## config.mk

```make
export PLATFORM = sky130hd
export DESIGN_NAME = interp_upsampler
export DESIGN_NICKNAME = d
export VERILOG_FILES = /design/src/rtl/dds_pkg.sv /design/src/rtl/interp_lane.sv /design/src/rtl/interp_upsampler.sv
export SDC_FILE = /design/constraint.sdc
export NUM_CORES = 1
export LEC_CHECK = 0
export ABC_AREA = 1
export CORE_ASPECT_RATIO = 2
export CORE_MARGIN = 4
export CORE_UTILIZATION = 66
export CTS_CLUSTER_SIZE = 16
export DETAILED_ROUTE_END_ITERATION = 10
export PLACE_DENSITY = 0.95
export SLEW_MARGIN = 10
export SYNTH_ARGS = -nofsm -noshare
export SYNTH_HDL_FRONTEND = slang
export SYNTH_SLANG_ARGS = --single-unit
```

## constraint.sdc

```tcl
create_clock -name Fg_CLK -period 12.9 [get_ports Fg_CLK]
set_clock_uncertainty 0.1 [all_clocks]
set_input_delay 2.58 -clock Fg_CLK [delete_from_list [all_inputs] [get_ports Fg_CLK]]
set_output_delay 2.58 -clock Fg_CLK [all_outputs]
set_load 0.01 [all_outputs]
```

## src/rtl/dds_pkg.sv

```systemverilog
// dds_pkg -- shared encodings for the interpolating upsampler.
//   modeT      : output mode seen on the Mode port (11 folds to hold)
//   stateT     : control FSM state encoding
//   decodeMode : maps the raw 2-bit Mode port onto modeT
package dds_pkg;

  typedef enum logic [1:0] {
    MODE_HOLD   = 2'b00,
    MODE_LINEAR = 2'b01,
    MODE_ZSTUFF = 2'b10
  } modeT;

  typedef enum logic [1:0] {
    IDLE  = 2'b00,
    PRIME = 2'b01,
    RUN   = 2'b10
  } stateT;

  function automatic modeT decodeMode(input logic [1:0] modeRaw);
    case (modeRaw)
      2'b01:   return MODE_LINEAR;
      2'b10:   return MODE_ZSTUFF;
      default: return MODE_HOLD;
    endcase
  endfunction

endpackage

```

## src/rtl/interp_lane.sv

```systemverilog
// interp_lane -- one sample lane of the upsampler: PREV/CUR/NXT registers,
// interpolation arithmetic and the registered output word.
// Ports:
//   clk, rstN             clock, synchronous active-low reset
//   loadCur               CUR <= inData
//   shiftIn               PREV <= CUR, CUR <= inData
//   advance               PREV <= CUR, CUR <= NXT
//   flatten               PREV <= CUR (CUR kept, flat segment)
//   loadNxt               NXT <= inData
//   outLoad / outClear    update / clear the output register (clear wins)
//   mode, phase           segment mode and current phase
//   inData / outData      lane sample in / interpolated sample out
import dds_pkg::*;

module interp_lane #(
  parameter int WIDTH      = 16,
  parameter int LOG2_RATIO = 3
) (
  input  logic                  clk,
  input  logic                  rstN,
  input  logic                  loadCur,
  input  logic                  shiftIn,
  input  logic                  advance,
  input  logic                  flatten,
  input  logic                  loadNxt,
  input  logic                  outLoad,
  input  logic                  outClear,
  input  modeT                  mode,
  input  logic [LOG2_RATIO-1:0] phase,
  input  logic [WIDTH-1:0]      inData,
  output logic [WIDTH-1:0]      outData
);

  localparam int PW = WIDTH + 1 + LOG2_RATIO;

  logic signed [WIDTH-1:0] prevR, curR, nxtR;
  logic signed [WIDTH:0]   diff;
  logic signed [PW-1:0]    diffExt, phaseExt, prod;
  logic signed [WIDTH:0]   prodShifted;
  logic signed [WIDTH:0]   sum;
  logic        [WIDTH-1:0] linearVal, interpVal;
  logic                    unusedSumTop;

  always_comb begin
    diff     = {curR[WIDTH-1], curR} - {prevR[WIDTH-1], prevR};
    diffExt  = {{LOG2_RATIO{diff[WIDTH]}}, diff};
    phaseExt = {{(WIDTH + 1){1'b0}}, phase};
    prod     = diffExt * phaseExt;
    // Taking the top WIDTH+1 bits is exactly prod >>> LOG2_RATIO (floor).
    prodShifted = prod[PW-1:LOG2_RATIO];
    sum         = {prevR[WIDTH-1], prevR} + prodShifted;
    // The interpolated value always lies between PREV and CUR, so the top
    // bit is a pure sign copy.
    linearVal    = sum[WIDTH-1:0];
    unusedSumTop = sum[WIDTH];
  end

  always_comb begin
    interpVal = prevR;
    case (mode)
      MODE_LINEAR: interpVal = linearVal;
      MODE_ZSTUFF: interpVal = (phase == '0) ? prevR : '0;
      default:     interpVal = prevR;
    endcase
  end

  always_ff @(posedge clk) begin
    if (!rstN) begin
      prevR   <= '0;
      curR    <= '0;
      nxtR    <= '0;
      outData <= '0;
    end else begin
      if (loadCur) curR <= inData;
      if (shiftIn) begin
        prevR <= curR;
        curR  <= inData;
      end
      if (advance) begin
        prevR <= curR;
        curR  <= nxtR;
      end
      if (flatten) prevR <= curR;
      if (loadNxt) nxtR <= inData;
      if (outClear)     outData <= '0;
      else if (outLoad) outData <= interpVal;
    end
  end

endmodule

```

## src/rtl/interp_upsampler.sv

```systemverilog
// interp_upsampler -- multi-lane upsampler by 2^LOG2_RATIO with hold,
// linear and zero-stuff interpolation.
// Ports:
//   Fg_CLK, RESETn   clock, synchronous active-low reset
//   Enable           run enable; low forces IDLE and clears the output
//   Mode             00 hold, 01 linear, 10 zero-stuff, 11 hold
//   InValid/InReady  input handshake, InData lane k at [k*WIDTH +: WIDTH]
//   OutTick          output-rate strobe
//   OutValid/OutData registered output, one cycle after OutTick
//   Underrun         sticky, set when a segment boundary finds no sample
//
// state | meaning
// IDLE  | no samples held; next accept fills CUR
// PRIME | CUR held; next accept fills PREV/CUR and starts output
// RUN   | interpolating PREV->CUR on OutTick; accepts go to NXT
import dds_pkg::*;

module interp_upsampler #(
  parameter int CHANNELS   = 2,
  parameter int WIDTH      = 16,
  parameter int LOG2_RATIO = 3
) (
  input  logic                      Fg_CLK,
  input  logic                      RESETn,
  input  logic                      Enable,
  input  logic [1:0]                Mode,
  input  logic                      InValid,
  input  logic [CHANNELS*WIDTH-1:0] InData,
  output logic                      InReady,
  input  logic                      OutTick,
  output logic                      OutValid,
  output logic [CHANNELS*WIDTH-1:0] OutData,
  output logic                      Underrun
);

  stateT                 state, stateNext;
  logic [LOG2_RATIO-1:0] phase;
  logic                  nxtFull;
  modeT                  modeReg, modeEff;
  logic                  outValidR, underrunR;

  logic accept, tickRun, wrap;
  logic laneLoadCur, laneShiftIn, laneAdvance, laneFlatten, laneLoadNxt;
  logic starve;

  // RESETn in the ready term keeps InReady low for the whole reset.
  assign InReady = RESETn & Enable & ~nxtFull;
  assign accept  = InValid & InReady;
  assign tickRun = OutTick & (state == RUN);
  assign wrap    = tickRun & (phase == '1);
  assign modeEff = (phase == '0) ? decodeMode(Mode) : modeReg;

  always_comb begin
    stateNext   = state;
    laneLoadCur = 1'b0;
    laneShiftIn = 1'b0;
    laneAdvance = 1'b0;
    laneFlatten = 1'b0;
    laneLoadNxt = 1'b0;
    starve      = 1'b0;
    if (!Enable) begin
      stateNext = IDLE;
    end else begin
      case (state)
        IDLE: begin
          if (accept) begin
            laneLoadCur = 1'b1;
            stateNext   = PRIME;
          end
        end
        PRIME: begin
          if (accept) begin
            laneShiftIn = 1'b1;
            stateNext   = RUN;
          end
        end
        RUN: begin
          if (wrap) begin
            // nxtFull blocks accepts, so at most one branch has data.
            if (nxtFull) begin
              laneAdvance = 1'b1;
            end else if (accept) begin
              laneShiftIn = 1'b1;
            end else begin
              laneFlatten = 1'b1;
              starve      = 1'b1;
            end
          end else if (accept) begin
            laneLoadNxt = 1'b1;
          end
        end
        default: stateNext = IDLE;
      endcase
    end
  end

  always_ff @(posedge Fg_CLK) begin
    if (!RESETn) begin
      state     <= IDLE;
      phase     <= '0;
      nxtFull   <= 1'b0;
      modeReg   <= MODE_HOLD;
      outValidR <= 1'b0;
      underrunR <= 1'b0;
    end else begin
      state <= stateNext;
      if (!Enable) begin
        phase     <= '0;
        nxtFull   <= 1'b0;
        outValidR <= 1'b0;
      end else begin
        outValidR <= tickRun;
        if (laneShiftIn && (state == PRIME)) phase <= '0;
        else if (tickRun)                    phase <= phase + 1'b1;
        if (tickRun && (phase == '0)) modeReg <= modeEff;
        if (laneLoadNxt)      nxtFull <= 1'b1;
        else if (laneAdvance) nxtFull <= 1'b0;
        if (starve) underrunR <= 1'b1;
      end
    end
  end

  assign OutValid = outValidR;
  assign Underrun = underrunR;

  for (genvar k = 0; k < CHANNELS; k++) begin : gLane
    interp_lane #(
      .WIDTH      (WIDTH),
      .LOG2_RATIO (LOG2_RATIO)
    ) uLane (
      .clk      (Fg_CLK),
      .rstN     (RESETn),
      .loadCur  (laneLoadCur),
      .shiftIn  (laneShiftIn),
      .advance  (laneAdvance),
      .flatten  (laneFlatten),
      .loadNxt  (laneLoadNxt),
      .outLoad  (tickRun),
      .outClear (~Enable),
      .mode     (modeEff),
      .phase    (phase),
      .inData   (InData[k*WIDTH +: WIDTH]),
      .outData  (OutData[k*WIDTH +: WIDTH])
    );
  end

endmodule

```

==> metrics.txt <==
Initial Util 0.670; worst reg2reg path endpoint gLane[0].uLane.outData[14]; commonest non-fill, non-tap cell in the layout inv_1; Synth cell types 45; post-cts resize count 0; most frequent cells in the layout 310 x inv_1, 258 x nand2_1, 250 x a21oi_1; # Post-CTS Setup Buffers 0; remaining antenna violation count after routing 0; die height 198 um; WS Path Type input port to output pin; final hold vios 0; Top Layer Used met4; minimum clock period 6.83 ns; Seq cells post-synth 138; CTS tree done; crit share post-route 0.530; metal3 WL 1990 um; Max Cap Viol 0; 1st-iter DRT viols 705; final std cell area, no fill 13200 um^2; hold crit path type flop to flop; Setup crit end kind output pin; setup TNS 0 ns; Cell Area, Placed 12700 um^2; combinational share of power 0.143; met2 wire len 16800 um; Startpoint Class input port; Cells after DPL 1992; share of layout cells above drive strength 1 0.0409; fmax 146 MHz; crit path max fanout 100; reg2reg path depth 29; fin. max-slew vios 0; Worst EP required 10.22 ns; cell count after synthesis 1759; clk_lat worst skew 0.44 ns; Rel. slew slack 0.351; PD cells 79.2 nW/um^2; Critical Path Start RESETn; final net count 2007; hold wc startpoint gLane[0].uLane.nxtR[12]; synthesized net count 1968; DRT Pass-1 Iters 6; worst hold stages 2; Die Area 20400 um^2; Worst VDD drop 0.0983 mV; clk sinks 138; ant diodes 0; Tot GR Track Use 0.335; RSZ-0062 raised after global routing false; Routed met1 length 11500 um; H-Tree Depth 4; clk buf depth 2; via count 11900; total of warnings raised by yosys 0; post-detailed-route wirelength per cell 16.3 um; # IOs 74; P_int 745 uW; pin count of the biggest net entering global routing 101; Final Non-Filler Cells 2024; Final Power 1.05 mW; Worst R2R Start gLane[0].uLane.prevR[1]; CTS root buf clkbuf_16; RD Place Congestion 1.01; outcome finished clean; core area 17800 um^2; initial antenna violation count 0; number of global-route vias before repair 12000; clock buffer count from CTS 17; grt total ovfl 0; Min-Delay Endpoint gLane[0].uLane.nxtR[12]; port bufs 73; post-synthesis cell area 11900 um^2; cts hold-fix bufs 0; Die X 103 um; P_sw 304 uW; Reg power frac 0.417; Post-Syn Area per Cell 6.78 um^2; clk slew on worst S/H paths 0.06 ns; clock power share 0.440; DPL Wire Length 24600 um; drc violations 0; Critical Path AT 4.15 ns; vias per cell 5.89; Leak Pwr 6.65 nW; Rows 69; final hold slack 0.381 ns; Sw Share 0.290; Layout area overhead 11.1%; final setup violating endpoints 0; sequential area share after synthesis 0.232; Routed WL 32900 um; R2R setup slack 6.67 ns; worst-margin pin slew 0.972 ns; first-pass GRT wire length 54600 um
==> layout make-up <==
cell class / instances / area, um^2
Inverter: 318 / 1190
Multi-Input combinational cell: 1243 / 7700
Fill cell: 1273 / 4540
Timing Repair Buffer: 80 / 778
Clock inverter: 10 / 82.6
Clock buffer: 22 / 464
Sequential cell: 138 / 2760
Tap cell: 213 / 267
==> kinds of logic (layout without fill, tap and decap cells) <==
kind of cell / after synthesis / after routing / synth area share
compound gates: 497 / 497 / 0.222
xor+xnor: 56 / 56 / 0.0411
fa+ha+maj: 170 / 170 / 0.201
buf+inv: 378 / 430 / 0.124
flops: 138 / 138 / 0.232
simple gates: 520 / 520 / 0.181
==> cell usage after synthesis, drive strengths merged <==
cell type,n,share of area
and2,1,0.00052
fa,36,0.060
xor2,38,0.028
a21o,18,0.011
dfxtp,138,0.23
a21oi,250,0.10
and3,2,0.0010
a211oi,2,0.0013
nor4,1,0.00052
a31oi,20,0.010
buf,15,0.0092
inv,317,0.10
a22oi,1,0.00063
clkbuf,45,0.014
nand2,264,0.085
o31a,1,0.00073
o21a,1,0.00063
clkinv,1,0.00031
o31ai,3,0.0019
o21ai,184,0.078
or2,18,0.0094
o221ai,1,0.00073
nand3,61,0.027
o21bai,4,0.0025
ha,134,0.14
a221oi,2,0.0015
nor2,160,0.051
xnor2,18,0.013
nor3,13,0.0064
a31o,2,0.0015
o211ai,3,0.0023
o2111ai,5,0.0037
==> registers in the layout, indices dropped and copies added, names as in the netlist <==
name and flops:
OutValid 1, Underrun 1, gLane.uLane.curR 32, gLane.uLane.nxtR 32, gLane.uLane.outData 32, gLane.uLane.prevR 32, modeReg 2, nxtFull 1
phase 3, state 2
==> how the worst max path moves through the flow <==
stage | to
after floorplan | InReady
after global placement | InReady
after detailed placement | InReady
after CTS | InReady
after global routing | InReady
final | InReady
==> through the flow <==
stage / util / setup slack (ns)
after detailed placement: 0.714 / 6.10
after floorplan: - / 7.33
after global routing: 0.745 / 5.96
after global placement: 0.714 / 6.10
after CTS: 0.745 / 6.10
final: 0.745 / 6.07
==> power groups by stage <==
| stage | clock, mW | sequential [mW] | combinational, mW |
|---|---|---|---|
| floorplan | 0 | 0.444 | 0.104 |
| global placement | 0 | 0.446 | 0.138 |
| detailed placement | 0 | 0.446 | 0.143 |
| CTS | 0.460 | 0.437 | 0.146 |
| global route | 0.478 | 0.437 | 0.166 |
| finish | 0.462 | 0.437 | 0.150 |
==> metal layers <==
metal	vias to the layer above	track usage
li1	5794	-
met1	5465	0.345
met2	490	0.594
met3	181	0.0550
met4	0	0.234
met5	-	0
==> critical path, cell delays in order <==
cell and delay (ns):
buf_2 0.08, buf_4 0.64, nand2_4 0.15, nor2_4 0.15
clkdlybuf4s50_1 0.55
Note: power is estimated with default switching activity, not from simulation.
